### src/rtl/mcs4_clkgen_seq.sv
// MCS-4 two-phase clock generator with power-on-clear sequencer.
// Define MCS4_CLKGEN_SYNC_EN to add the bench-only sync output.
module mcs4_clkgen_seq #(
  parameter int CYCLE_TICKS = 27,
  parameter int PHI1_TICKS  = 8,
  parameter int GAP12_TICKS = 2,
  parameter int PHI2_TICKS  = 8,
  parameter int POC_CYCLES  = 275,
  parameter int CNT_W       = 16
) (
  input  logic             sysclk,
  input  logic             reset,
  input  logic             enable,
  input  logic             poc_req,
  output logic             clk1,
  output logic             clk2,
  output logic             poc,
  output logic             clk1_rise,
  output logic [CNT_W-1:0] cycle_cnt
`ifdef MCS4_CLKGEN_SYNC_EN
  ,
  output logic             sync
`endif
);

  localparam int TW =
    (CYCLE_TICKS > 1) ? $clog2(CYCLE_TICKS) : 1;
  localparam int C2S_I = PHI1_TICKS + GAP12_TICKS;
  localparam int C2E_I = C2S_I + PHI2_TICKS;

  localparam logic [TW-1:0] LAST = TW'(CYCLE_TICKS - 1);
  localparam logic [TW-1:0] P1   = TW'(PHI1_TICKS);
  localparam logic [TW-1:0] C2S  = TW'(C2S_I);
  localparam logic [TW-1:0] C2E  = TW'(C2E_I);

  localparam logic [CNT_W-1:0] POC_LIM =
    CNT_W'(POC_CYCLES);

  generate
    if (PHI1_TICKS < 1 || PHI2_TICKS < 1 ||
        GAP12_TICKS < 1 ||
        C2E_I > CYCLE_TICKS - 1) begin : g_bad_timing
      $error("mcs4_clkgen_seq: illegal phase timing");
    end
  endgenerate

  typedef enum logic [1:0] {
    HOLD  = 2'd0,
    COUNT = 2'd1,
    RUN   = 2'd2
  } state_t;

  state_t state_q, state_d;

  logic [TW-1:0]    tick_q, tick_d;
  logic             clk1_q, clk1_d;
  logic             clk2_q, clk2_d;
  logic             rise_q, rise_d;
  logic             poc_q, poc_d;
  logic [CNT_W-1:0] cnt_q, cnt_d;
  logic [CNT_W-1:0] pcnt_q, pcnt_d;

  logic wrap;
  logic rise;
  logic stall;

  // Outputs decode the next tick so they toggle cleanly off flops.
  always_comb begin
    wrap  = (tick_q == LAST);
    rise  = wrap && enable;
    stall = wrap && !enable;

    if (wrap) begin
      tick_d = enable ? '0 : LAST;
    end else begin
      tick_d = tick_q + TW'(1);
    end

    clk1_d = (tick_d < P1);
    clk2_d = (tick_d >= C2S) && (tick_d < C2E);
    rise_d = rise;
    cnt_d  = rise ? cnt_q + CNT_W'(1) : cnt_q;
  end

  always_comb begin
    state_d = state_q;
    poc_d   = poc_q;
    pcnt_d  = pcnt_q;
    if (!stall) begin
      unique case (state_q)
        HOLD: begin
          if (rise) begin
            // The entry rise is itself the first POC clock.
            if (POC_CYCLES == 0) begin
              state_d = RUN;
              poc_d   = 1'b0;
            end else begin
              state_d = COUNT;
              pcnt_d  = CNT_W'(1);
            end
          end
        end
        COUNT: begin
          if (poc_req) begin
            pcnt_d = '0;
          end else if (rise) begin
            if (pcnt_q == POC_LIM) begin
              state_d = RUN;
              poc_d   = 1'b0;
            end else begin
              pcnt_d = pcnt_q + CNT_W'(1);
            end
          end
        end
        RUN: begin
          if (poc_req) begin
            state_d = COUNT;
            poc_d   = 1'b1;
            pcnt_d  = '0;
          end
        end
        default: begin
          state_d = HOLD;
          poc_d   = 1'b1;
          pcnt_d  = '0;
        end
      endcase
    end
  end

  always_ff @(posedge sysclk) begin
    if (reset) begin
      tick_q  <= LAST;
      clk1_q  <= 1'b0;
      clk2_q  <= 1'b0;
      rise_q  <= 1'b0;
      poc_q   <= 1'b1;
      cnt_q   <= '0;
      pcnt_q  <= '0;
      state_q <= HOLD;
    end else begin
      tick_q  <= tick_d;
      clk1_q  <= clk1_d;
      clk2_q  <= clk2_d;
      rise_q  <= rise_d;
      poc_q   <= poc_d;
      cnt_q   <= cnt_d;
      pcnt_q  <= pcnt_d;
      state_q <= state_d;
    end
  end

  assign clk1      = clk1_q;
  assign clk2      = clk2_q;
  assign clk1_rise = rise_q;
  assign poc       = poc_q;
  assign cycle_cnt = cnt_q;

`ifdef MCS4_CLKGEN_SYNC_EN
  logic [2:0] phase_q, phase_d;
  logic       sync_q, sync_d;

  // Phase 0 (A1) is the clock on which poc falls.
  always_comb begin
    phase_d = phase_q;
    sync_d  = sync_q;
    if (poc_d) begin
      phase_d = '0;
      sync_d  = 1'b0;
    end else if (rise) begin
      phase_d = poc_q ? 3'd0 : phase_q + 3'd1;
      sync_d  = (phase_d == 3'd7);
    end
  end

  always_ff @(posedge sysclk) begin
    if (reset) begin
      phase_q <= '0;
      sync_q  <= 1'b0;
    end else begin
      phase_q <= phase_d;
      sync_q  <= sync_d;
    end
  end

  assign sync = sync_q;
`endif

endmodule

### config.mk
export PLATFORM = sky130hd
export DESIGN_NAME = mcs4_clkgen_seq
export DESIGN_NICKNAME = d
export VERILOG_FILES = /design/src/rtl/mcs4_clkgen_seq.sv
export SDC_FILE = /design/constraint.sdc
export NUM_CORES = 1
export LEC_CHECK = 0
export ABC_CLOCK_PERIOD_IN_PS = 2700
export CORE_MARGIN = 2
export CORE_UTILIZATION = 40
export DETAILED_ROUTE_END_ITERATION = 8
export PLACE_DENSITY_LB_ADDON = 0.05
export SLEW_MARGIN = 20
export SYNTH_ARGS = -nofsm -noshare
export SYNTH_HDL_FRONTEND = slang
export SYNTH_SLANG_ARGS = --single-unit
export TNS_END_PERCENT = 1
### constraint.sdc
create_clock -name sysclk -period 2.7 [get_ports sysclk]
set_clock_uncertainty 0.2 [all_clocks]
set_input_delay 0.54 -clock sysclk [delete_from_list [all_inputs] [get_ports sysclk]]
set_output_delay 0.54 -clock sysclk [all_outputs]
set_load 0.1 [all_outputs]
Yosys cells after proc, flatten, opt, wreduce, memory -nomap -nowiden
Index checks and enable logic that the tools add are counted.
{"block": "word_totals", "ramBits": 0, "latch_bits": 0, "regBits": 43, "inputBits": 4, "word_cells": 54, "mem_bits_ro": 0, "mem_count": 0}
{"block": "op_classes", "mux": 19, "n_eq_ne": 11, "div": 0, "n_bitwise": 2, "addsub": 3, "order_cmp": 3, "n_reduce_logical": 8, "n_shift": 0, "mul": 0}
{"cell": "$mux 16", "count": 5}
{"cell": "$pmux 16 s3", "count": 1}
{"cell": "$add 16x1->16 const B", "count": 2}
{"cell": "$eq 16x9->1 const B", "count": 1}
{"cell": "$reduce_and 6->1", "count": 2}
{"cell": "$mux 2", "count": 5}
{"cell": "$mux 5", "count": 2}
{"cell": "$ne 2x2->1 const B", "count": 5}
{"cell": "$ne 3x3->1 const B", "count": 2}
{"cell": "$pmux 2 s3", "count": 1}
{"cell": "$add 5x1->5 const B", "count": 1}
{"cell": "$eq 5x5->1 const B", "count": 1}
{"cell": "$ge 5x4->1 const B", "count": 1}
{"cell": "$lt 5x4->1 const B", "count": 1}
{"cell": "$lt 5x5->1 const B", "count": 1}
{"cell": "$reduce_and 5->1", "count": 1}
{"cell": "$mux 1", "count": 4}
{"cell": "$logic_and 1x1->1", "count": 3}
{"cell": "$pmux 1 s3", "count": 1}
{"cell": "$eq 2x1->1 const B", "count": 1}
{"cell": "$eq 2x2->1 const B", "count": 1}
{"cell": "$logic_not 2->1", "count": 1}
{"cell": "$not 1->1", "count": 2}
{"cell": "$logic_not 1->1", "count": 1}

Longest topological paths before layout
{"block": "depth", "depth_word": 5, "mapped_depth": 10, "depth_no_buf": 7}

Worst setup path before layout
No wires, ideal clock.
{"block": "synth_path", "kind": "register to register", "from": "reg cnt_q[3], in the netlist cycle_cnt[3]", "to": "reg cnt_q[14], in the netlist cycle_cnt[14]", "setup_time_ps": 128, "n_path_buf": 0, "period_less_slack_ps": 2458, "stages_incl_launch_ff": 6, "arrival_ps": 2131, "setup_slack_ps": 242, "t_required_ps": 2372, "path_cell_list": "dfxtp_1 -> and4_1 -> nand4_1 -> nor4_1 -> xnor2_1 -> nor2_1"}
{"block": "synth_between", "elab_chain_len": 1}
{"element": "from (decl)", "line": "60", "source": "logic [CNT_W-1:0] cnt_q, cnt_d;"}
{"element": "from (signal assigned)", "line": "147", "source": "cnt_q <= cnt_d;"}
{"element": "$add 16x1->16", "line": "82", "source": "cnt_d = rise ? cnt_q + CNT_W'(1) : cnt_q;"}
Every way passes these cells.
A chain may end at the register's enable or synchronous reset.

Worst setup path after layout
{"block": "layout_path", "from": "reg tick_q[0]", "to": "reg pcnt_q[9]"}
{"block": "layout_between", "elab_chain_len": 4, "elab_cells_between_ends": 7}
{"element": "from (decl)", "line": "55", "source": "logic [TW-1:0] tick_q, tick_d;"}
{"element": "from (signal assigned)", "line": "142", "source": "tick_q <= tick_d;"}
{"element": "$eq 5x5->1 *", "line": "69", "source": "wrap = (tick_q == LAST);"}
{"element": "$logic_and 1x1->1 (on tied branches)", "line": "70, 71"}
{"element": "$ne 3x3->1 (no line), or another cell as far along"}
{"element": "$reduce_and 5->1 (no line) *"}
{"element": "to (signal assigned)", "line": "148", "source": "pcnt_q <= pcnt_d;"}
{"element": "to (decl)", "line": "61", "source": "logic [CNT_W-1:0] pcnt_q, pcnt_d;"}
Every way passes the cells marked *; elsewhere a longest branch is shown, timed or not.

==> metrics.md <==
| Metric | Value |
|---|---|
| Die W | roughly 80 um |
| Cell Rows | 27 |
| Commonest non-fill, non-tap cell in the layout | dfxtp_1 |
| Register area share after synthesis | 36.9% |
| WL final | 5050 um |
| Unrepaired setup endpoints after global routing | no |
| Crit path DAT | ~2.3 ns |
| Min cycle time layout | roughly 2.3 ns |
| CTS max path bufs | 2 |
| # hold bufs at CTS | 0 |
| Drt first pass iters | 4 |
| Total GRT Usage | 16.8% |
| Post-Syn Area per Cell | 8.55 um2 |
| Kind of critical path | flop to flop |
| Combinational Power Share | between 30% and 40% |
| EDFF count, synth | 0 |
| Die area | around 6500 um2 |
| DP Area | 2480 um2 |
| IO Port Bufs | 23 |
| CTS root buf | clkbuf_8 |
| Skew-Pair Late Insertion Delay | roughly 0.3 ns |
| Syn_nets | about 280 |
| Hold Fails Final Rpt | 0 |
| Layout cell share with drive strength beyond 1 | 15.2% |
| CP Launch Type | flop |
| Pwr dens | 732 nW/um2 |
| Clock sinks | 43 |
| Area of the multi-input gates | 1260 um2 |
| Setup TNS | 0 ns |
| Num ports | 24 |
| Post-DRT Antenna Nets | 0 |
| Crit path cell chain | inv_1, ha_1, and4b_1, and2_4, nand3_4, or4_1, o311ai_1 |
| Dpl ws | 0.170 ns |
| Final instance area | approximately 2600 um2 |
| Leakage power | 0.824 nW |
| Max incr delay on CP | 0.52 ns |
| Clock network power share | ~22% |
| Fin cells | ~360 |
| Area contributors post-synth | dfxtp_1 (37%), nand3_1 (4.7%), inv_1 (3.1%), o21ai_0 (3.0%), xnor2_1 (3.0%) |
| Sw Ratio | 41.4% |
| Yosys top cell area share | approximately 37% |
| Nets | 297 |
| Required time of the critical path | 2.71 ns |
| Iter 0 DRT Violations | 149 |
| Min Hold Slack | 0.300 ns |
| Final max-slew violation count | 0 |
| Power share of the sequential group | roughly two fifths |
| Layout area overhead | 9.87% |
| Fmax | 428 MHz |
| Outcome | finished clean |
| Most area-hungry cell type in the Yosys netlist | dfxtp_1 |
| Worst-Margin Slew | 0.452 ns |
| Global placer's final weighted congestion | 0.731 |
| Vias per inst | around 5.5 |
| HPWL after DPL | 3360 um |
| Tot Pwr | 1.88 mW |
| Slew margin rel. | 69.8% |
| Switching power of the nets | about 0.78 mW |
| Cells after DPL | 354 |
| Post-CTS Setup Bufs | 0 |
| Hold Path Class | flop to flop |
| Area of all sequential standard cells | 861 um2 |
| Flops & latches, synth | 43 |
| Chip height | 80.4 um |
| Final Util | 46.0% |
| Number of global-route vias before repair | 1782 |
| Yosys warnings | 0 |
| CP endpoint kind | flop |
| Peak VDD IR | 0.573 mV |
| Drt wl/cell | 13.9 um |
| Ys flop type | dfxtp_1 |
| Grt ovf | 0 |
| Cell Area, Synth | 2330 um2 |
| Slowest cell on crit path | or4_1 |
| Final WS setup | 0.364 ns |
| DRC | 0 |
| Initial Util | 41.9% |
| Max FO, Critical Path | 9 |
| Htree depth | 2 |
| Largest net degree at the start of global routing | 44 |
| Via count | 1994 |
| Antenna cells | 0 |
| Commonest cells after routing, fill and taps aside | dfxtp_1 (43), nand3_1 (22), buf_4 (22) |
| Antenna violations before repair | 0 |
| Resize count post-CTS | 0 |
| # setup viols final | 0 |
| Fillcell total | 596 |
| Global-route wire length before repair | 8550 um |
| Max-Cap Viols | 0 |
| Netlist cell types | 56 |
| Final worst path period share | 86.5% |
| Inserted Clock Buffers | 5 |
| CTS tree | done |
| CTS clock-pin slew for the worst setup and hold paths | 0.08 ns |
| Cells after Synth | 273 |
| Core Box Area | between 5000 and 6000 um2 |
| Internal Power | 1.10 mW |
| FFs w/ async S/R, synth | 0% |
## worst max-delay path: cells and delay by family, from the launching register on
| kind | cells | cell delay (ns) |
|---|---|---|
| AO/OA/AOI/OAI | 1 | 0.09 |
| adder cells (fa/ha/maj) | 1 | 0.20 |
| buffers and inverters | 1 | 0.06 |
| flip-flops | 1 | 0.34 |
| AND/OR/NAND/NOR | 4 | 1.35 |
## sequential cells by signal, summed over array words and instances, names as in the netlist
| signal | flops |
|---|---|
| cycle_cnt | 16 |
| pcnt_q | 16 |
| tick_q | 5 |
| state_q | 2 |
| clk1 | 1 |
| clk1_rise | 1 |
| clk2 | 1 |
| poc | 1 |
## synthesized netlist by cell type (2+ instances only)
library cell	count
nand2b_1	7
o211ai_1	2
nand2_1	16
buf_4	2
o21ai_0	14
nor2_1	16
o31ai_1	2
dfxtp_1	43
nand3b_1	6
and3_2	2
or3_1	8
inv_1	19
xnor2_1	8
or3_2	2
o311a_1	2
mux2i_1	2
and2_1	2
clkbuf_1	5
a21oi_1	13
nor4_1	4
nand4_1	9
o311ai_1	4
buf_6	4
nand3_1	22
nor4b_1	4
nor3_1	12
o311ai_0	7
or2_2	2
xor2_1	4
ha_1	4
## layout make-up
class | instances | area share (%)
clock buffers | 6 | 2.83
clock inverters | 2 | 0.488
inverters | 19 | 2.78
multi-input cells | 195 | 49.2
flip-flops and latches | 43 | 33.6
well taps | 72 | 3.51
repair buffers | 25 | 7.61
## logic make-up (layout without fill, tap and decap cells)
group                      Yosys count  count (layout)  synth area share, %
and+or+nand+nor                    126             126                 31.6
AOI/OAI and AO/OA                   51              51                 14.9
DFF                                 43              43                 36.9
buffers and inverters               35              52                 9.06
xor gates and xnor gates            12              12                 4.50
adders and majority gates            4               4                 2.14
muxes                                2               2                0.858
## per-layer routing
layer  routed length [um]  vias to the layer above  GRT usage (%)
met1                 2660                      937           23.2
met4                   61                        0           5.59
met5                    0                        -              0
li1                     -                     1021              -
met3                  146                        5           3.71
met2                 2180                       31           25.9
## final timing paths
kind	startpoint	to	slack [ns]	depth (start not counted)
hold reg to reg	pcnt_q[1]	pcnt_q[1]	0.30	2
setup / recovery	tick_q[0]	pcnt_q[9]	0.36	7
setup reg to reg	tick_q[0]	pcnt_q[9]	0.36	7
hold / removal	pcnt_q[1]	pcnt_q[1]	0.30	2
## power by group through the flow
stage	clock network, mW	logic (mW)	registers, mW
finish	0.416	0.700	0.761
detailed placement	0	0.703	0.775
CTS	0.433	0.705	0.761
global route	0.454	0.769	0.771
global placement	0	0.704	0.776
floorplan	0	0.489	0.908
Note: power is estimated with default switching activity, not from simulation.
